$ cat config.mk
export PLATFORM = sky130hd
export DESIGN_NAME = key_press_gen_flat
export DESIGN_NICKNAME = d
export VERILOG_FILES = /design/src/rtl/key_pkg.sv /design/src/rtl/key_press_gen_if.sv /design/src/rtl/key_press_gen_cycle_timer.sv /design/src/rtl/key_press_gen.sv /design/src/flat_wrapper.sv
export SDC_FILE = /design/constraint.sdc
export NUM_CORES = 1
export LEC_CHECK = 0
export CAP_MARGIN = 20
export CORE_ASPECT_RATIO = 0.9
export CORE_MARGIN = 8
export CORE_UTILIZATION = 45
export CTS_BUF_LIST = sky130_fd_sc_hd__clkbuf_8
export CTS_CLUSTER_SIZE = 14
export DETAILED_ROUTE_END_ITERATION = 7
export MAX_ROUTING_LAYER = met4
export PLACE_DENSITY = 0.71
export SETUP_SLACK_MARGIN = 0.15
export SYNTH_ARGS = -nofsm -noshare
export SYNTH_HDL_FRONTEND = slang
export SYNTH_SLANG_ARGS = --single-unit
export TNS_END_PERCENT = 50
$ cat constraint.sdc
create_clock -name sys_clk -period 2.55 [get_ports sys_clk]
set_input_delay 0.255 -clock sys_clk [delete_from_list [all_inputs] [get_ports sys_clk]]
set_output_delay 0.255 -clock sys_clk [all_outputs]
set_load 0.01 [all_outputs]
$ cat src/rtl/key_pkg.sv
// Shared key encodings and press-sequence state type, also used by the key-detect block.
package key_pkg;

  typedef enum logic [2:0] {
    IDLE  = 3'd0,
    P_BNC = 3'd1,
    HOLD  = 3'd2,
    R_BNC = 3'd3,
    GAP   = 3'd4
  } key_state_t;

  localparam logic KEY_PRESSED  = 1'b0;
  localparam logic KEY_RELEASED = 1'b1;

endpackage

$ cat src/rtl/key_press_gen_if.sv
// Request/status bundle between a key-press requester and the key waveform generator.
interface key_press_gen_if #(
  parameter int CNT_W = 20
);
  logic             start;
  logic [CNT_W-1:0] press_len;
  logic             bounce_en;
  logic             key_out;
  logic             busy;
  logic             done;

  modport master (output start, press_len, bounce_en, input key_out, busy, done);
  modport slave  (input start, press_len, bounce_en, output key_out, busy, done);
endinterface

$ cat src/rtl/key_press_gen_cycle_timer.sv
// Loadable down-counter for phase timing; holds at zero and flags expiry while there.
module key_press_gen_cycle_timer #(
  parameter int CNT_W = 20
) (
  input  logic             clk,
  input  logic             rst_n,
  input  logic             load,
  input  logic [CNT_W-1:0] load_val,
  output logic [CNT_W-1:0] count,
  output logic             expired
);

  always_ff @(posedge clk) begin
    if (!rst_n) begin
      count <= '0;
    end else if (load) begin
      count <= load_val;
    end else if (count != '0) begin
      count <= count - CNT_W'(1);
    end
  end

  assign expired = (count == '0);

endmodule

$ cat src/rtl/key_press_gen.sv
// Emulated active-low key: optional press bounce, held-low phase, optional release bounce, idle gap.
module key_press_gen
  import key_pkg::*;
#(
  parameter int CNT_W         = 20,
  parameter int BOUNCE_PERIOD = 4,
  parameter int BOUNCE_SEGS   = 4,
  parameter int GAP_CYCLES    = 16
) (
  input logic            sys_clk,
  input logic            rst_n,
  key_press_gen_if.slave kif
);

  localparam logic [CNT_W-1:0] BNC_LEN  = CNT_W'(BOUNCE_SEGS * BOUNCE_PERIOD);
  localparam logic [CNT_W-1:0] BNC_LAST = BNC_LEN - CNT_W'(1);
  localparam logic [CNT_W-1:0] GAP_LAST = CNT_W'(GAP_CYCLES - 1);
  localparam logic [CNT_W-1:0] PERIOD   = CNT_W'(BOUNCE_PERIOD);

  if (BOUNCE_PERIOD < 1 || BOUNCE_SEGS < 1 || GAP_CYCLES < 1 ||
      (longint'(BOUNCE_SEGS) * longint'(BOUNCE_PERIOD)) > (longint'(1) << CNT_W) ||
      longint'(GAP_CYCLES) > (longint'(1) << CNT_W)) begin : g_bad_params
    $error("key_press_gen: bounce/gap lengths must be >=1 and fit CNT_W");
  end

  key_state_t       state;
  logic [CNT_W-1:0] len_q;
  logic             bnc_q;
  logic             tmr_load;
  logic [CNT_W-1:0] tmr_val;
  logic [CNT_W-1:0] tmr_count;
  logic             tmr_expired;

  function automatic logic [CNT_W-1:0] eff_len(input logic [CNT_W-1:0] len);
    return (len == '0) ? CNT_W'(1) : len;
  endfunction

  // Parity of the bounce segment the next cycle falls into, from the remaining phase count.
  function automatic logic seg_odd_next(input logic [CNT_W-1:0] cnt);
    logic [CNT_W-1:0] nxt_elapsed;
    nxt_elapsed = BNC_LEN - cnt;
    return 1'(nxt_elapsed / PERIOD);
  endfunction

  key_press_gen_cycle_timer #(.CNT_W(CNT_W)) u_timer (
    .clk      (sys_clk),
    .rst_n    (rst_n),
    .load     (tmr_load),
    .load_val (tmr_val),
    .count    (tmr_count),
    .expired  (tmr_expired)
  );

  always_comb begin
    tmr_load = 1'b0;
    tmr_val  = '0;
    case (state)
      IDLE:  if (kif.start) begin
               tmr_load = 1'b1;
               tmr_val  = kif.bounce_en ? BNC_LAST : eff_len(kif.press_len) - CNT_W'(1);
             end
      P_BNC: if (tmr_expired) begin tmr_load = 1'b1; tmr_val = len_q - CNT_W'(1); end
      HOLD:  if (tmr_expired) begin tmr_load = 1'b1; tmr_val = bnc_q ? BNC_LAST : GAP_LAST; end
      R_BNC: if (tmr_expired) begin tmr_load = 1'b1; tmr_val = GAP_LAST; end
      GAP:   if (tmr_expired) begin tmr_load = 1'b1; tmr_val = '0; end
      default: ;
    endcase
  end

  always_ff @(posedge sys_clk) begin
    if (state == IDLE && kif.start) begin
      len_q <= eff_len(kif.press_len);
      bnc_q <= kif.bounce_en;
    end
  end

  always_ff @(posedge sys_clk) begin
    if (!rst_n) begin
      state       <= IDLE;
      kif.key_out <= KEY_RELEASED;
      kif.busy    <= 1'b0;
      kif.done    <= 1'b0;
    end else begin
      kif.done <= 1'b0;
      case (state)
        IDLE: if (kif.start) begin
          state       <= kif.bounce_en ? P_BNC : HOLD;
          kif.key_out <= KEY_PRESSED;
          kif.busy    <= 1'b1;
        end
        P_BNC: if (tmr_expired) begin
          state       <= HOLD;
          kif.key_out <= KEY_PRESSED;
        end else begin
          kif.key_out <= seg_odd_next(tmr_count) ? KEY_RELEASED : KEY_PRESSED;
        end
        HOLD: if (tmr_expired) begin
          state       <= bnc_q ? R_BNC : GAP;
          kif.key_out <= KEY_RELEASED;
        end
        R_BNC: if (tmr_expired) begin
          state       <= GAP;
          kif.key_out <= KEY_RELEASED;
        end else begin
          kif.key_out <= seg_odd_next(tmr_count) ? KEY_PRESSED : KEY_RELEASED;
        end
        GAP: if (tmr_expired) begin
          state    <= IDLE;
          kif.busy <= 1'b0;
          kif.done <= 1'b1;
        end
        default: state <= IDLE;
      endcase
    end
  end

endmodule

$ cat src/flat_wrapper.sv
// flat-port wrapper written by rule: the top's interface ports become plain ports
module key_press_gen_flat import key_pkg::*;
#(
  parameter int CNT_W         = 20,
  parameter int BOUNCE_PERIOD = 4,
  parameter int BOUNCE_SEGS   = 4,
  parameter int GAP_CYCLES    = 16
)
  (sys_clk, rst_n, kif_start, kif_press_len, kif_bounce_en, kif_key_out, kif_busy, kif_done);
  key_press_gen_if #(.CNT_W(CNT_W)) kif_i ();
  input logic sys_clk;
  input logic rst_n;
  input wire logic [$bits(kif_i.start)-1:0] kif_start;
  input wire logic [$bits(kif_i.press_len)-1:0] kif_press_len;
  input wire logic [$bits(kif_i.bounce_en)-1:0] kif_bounce_en;
  output wire logic [$bits(kif_i.key_out)-1:0] kif_key_out;
  output wire logic [$bits(kif_i.busy)-1:0] kif_busy;
  output wire logic [$bits(kif_i.done)-1:0] kif_done;
  assign kif_i.start = kif_start;
  assign kif_i.press_len = kif_press_len;
  assign kif_i.bounce_en = kif_bounce_en;
  assign kif_key_out = kif_i.key_out;
  assign kif_busy = kif_i.busy;
  assign kif_done = kif_i.done;
  key_press_gen #(.CNT_W(CNT_W), .BOUNCE_PERIOD(BOUNCE_PERIOD), .BOUNCE_SEGS(BOUNCE_SEGS), .GAP_CYCLES(GAP_CYCLES)) u_core (.sys_clk(sys_clk), .rst_n(rst_n), .kif(kif_i));
endmodule
==> flow_summary.yaml <==
run_status:
  status: "completed"
critical_path:
  slowest_stage: "or4_4"
  slowest_delay_ns: 0.57
  startpoint_type: "register"
  crit_path_max_fanout: 8
  crit_path_end_kind: "register"
  path_class: "register to register"
  worst-path-buf-inv: 2
  required_ns: 2.77
  cp_top_family: "simple AND/OR/NAND/NOR gates"
  worstPathArrival_ns: 2.66
  crit_chain: "or4_4, or4_4, nor4_4, buf_4, clkbuf_16, o21ai_0, a31oi_1"
  crit_top_cell: "or4_4"
grt:
  grt_pass1_vias: 2990
  grt_usage_pct: 18.9
  overflow: 0
  grt_pass1_wl_um: 14800
  antenna_found_initial: 0
  grt_max_degree: 26
detailed_routing:
  vias: 3102
  viasPerCell: 5.94
  ant_nets: 0
  wl_per_cell_um: 18.0
  drtPass1Iterations: 5
  routed_wl_um: 9380
  post-route-drc-count: 0
  dr.first_iter.drc_count: 293
die:
  core_mm2: 0.00697
  ios: 27
  die_h_um: 95.9
  start_util_pct: 45.8
  die_area_mm2: 0.0100
  die_w_um: 105
  rows: 29
sta:
  period_needed_ns: 2.43
  hold_slack_ns: 0.490
  post-route-period-util_pct: 95.4
  setup_viol: 0
  slew_viol_final: 0
  fmax_ghz: 0.411
  fin_tns_setup_ns: 0
  final_hold_viol_count: 0
  rsz0062_at_grt: "true"
  relSlewSlack_pct: 62.3
  max_slew.worst_pin.slew_ns: 0.565
  setup_slack_ns: 0.118
  skew_ns: 0.00852
clocking:
  cts_max_level: 2
  clockBufferDepth: 2
  cts-hold-fix-buffers: 0
  path_clk_slew_ns: 0.09
  cts.sinks: 47
  cts_root_buf: "clkbuf_8"
  clk_latency_ns: 0.31
  numCtsBuffers: 5
  cts_tree: "done"
logic_synthesis:
  synthMuxAreaShare_pct: 1.02
  ys_types: 57
  synth_adder_area_share_pct: 1.18
  synth.area.top_cells: "edfxtp_1, dfxtp_1, xnor2_1, nor4_1, o21ai_0"
  synth_edf_count: 21
  async_flop_share_pct: 0
  synth_top_family_by_area: "simple AND/OR/NAND/NOR gates"
  synth_xor_area_share_pct: 9.34
  syn-instance-count: 374
  netlist.area_leader.share_pct: 19.8
  yosysWarnings: 0
  syn-mean-instance-area_um2: 8.53
  synth_area_mm2: 0.00319
  synth-compound-area-share_pct: 21.4
  synth_top_area_cell: "edfxtp_1"
  synth_fp_nets: 401
  synth-seq-area-share_pct: 36.1
  yosys.area_share.simple_pct: 24.3
  ys_ff_latch: 47
  ys.flop_type: "dfxtp_1"
pwr:
  power.leakage_nw: 1.39
  power.density_mw_per_mm2: 942
  power_mw: 3.80
  max-vdd-ir-drop_uv: 347
finish:
  final_cell_mix: "buf_4, xnor2_1, clkdlybuf4s50_1, nor2_1, dfxtp_1"
  design_area_mm2: 0.00403
  area_growth_pct: 26.3
  drive_above_1_share_pct: 19.1
  diodes: 0
  final_common_cell: "buf_4"
  layout.nets: 455
job:
  max_cap_violations: 0
min_path:
  hold_path_class: "register to register"
placed_design:
  gp_congestion: 0.912
  io_buffers: 26
  placed_area_mm2: 0.00380
  place_ws_ns: -0.202
  dp_hpwl_um: 6900
-- metrics by stage --
step / utilization [%] / std cells
after floorplan: - / 374
after detailed placement: 54.5 / 509
after CTS: 56.3 / 517
final: 57.8 / 522
after global routing: 57.8 / 522
after global placement: 54.5 / 509
-- where the power goes --
part | switching, mW | total (mW) | internal [mW]
clock network | 0.262 | 0.548 | 0.286
logic | 1.07 | 1.98 | 0.906
registers | 0.249 | 1.27 | 1.02
-- final cells by class --
type / count / area, um2
fillers: 639 / 2940
inverters: 15 / 60.1
clock buffers: 5 / 68.8
well taps: 93 / 116
flip-flops and latches: 47 / 1150
repair buffers: 79 / 701
clock inverters: 3 / 37.5
multi-input cells: 280 / 1890
-- logic make-up after synthesis --
group | Yosys count
buffers and inverters | 47
XOR/XNOR | 34
AND/OR/NAND/NOR | 140
adder cells (fa/ha/maj) | 3
multiplexers | 3
AO/OA/AOI/OAI | 100
flip-flops | 47
-- sequential cells by signal, indices dropped and copies added (netlist names) --
register	flops
u_core.len_q	20
u_core.u_timer.count	20
u_core.state	3
u_core.bnc_q	1
u_core.kif.busy	1
u_core.kif.done	1
u_core.kif.key_out	1
-- worst paths after layout --
kind / startpoint / endpoint / slack (ns) / cells past startpoint
max: u_core.u_timer.count[14]$_SDFFE_PN0P_ / u_core.u_timer.count[13]$_SDFFE_PN0P_ / 0.12 / 7
min: u_core.kif.busy$_SDFFE_PN0P_ / u_core.kif.busy$_SDFFE_PN0P_ / 0.49 / 2
max reg2reg: u_core.u_timer.count[14]$_SDFFE_PN0P_ / u_core.u_timer.count[13]$_SDFFE_PN0P_ / 0.12 / 7
min reg2reg: u_core.kif.busy$_SDFFE_PN0P_ / u_core.kif.busy$_SDFFE_PN0P_ / 0.49 / 2
-- cells in the mapped netlist (3+ instances only) --
cell type and number:
nand3_1 10, nand4_1 8, nand2_1 24, or3_1 4
o21a_1 6, buf_6 3, ha_1 3, dfxtp_1 26
nand2b_1 3, nor2_1 25, inv_1 15, a21oi_1 15
nand3b_1 5, a31oi_1 7, a22oi_1 12, and3_1 3
o21ai_0 24, xor2_1 7, nor3_1 17, nor4_1 23
xnor2_1 27, a211oi_1 4, o31a_1 11, clkbuf_1 25
edfxtp_1 21, o31ai_1 4
-- what timing repair did --
action,4_1_cts,5_1_grt
pin swaps,0,3
cloned,0,1
setup buffers,0,4
gates resized for setup,4,10
endpoints found under the setup margin,16,20
-- tightest hold or removal path, stage by stage, from the launching register on --
cell	delay (ns)
dfxtp_1	0.32
o21ai_0	0.07
a21oi_1	0.06
-- routing by layer --
metal / global-route usage [%] / wire, um / vias to the layer above / part of all wire [%]
met5: - / 0 / - / 0
met4: 6.17 / 173 / 0 / 1.8
met3: 3.01 / 567 / 20 / 6.0
met2: 30.3 / 4330 / 129 / 46
met1: 24.1 / 4310 / 1443 / 46
li1: - / - / 1510 / -
Power figures use the tool's default switching activity.
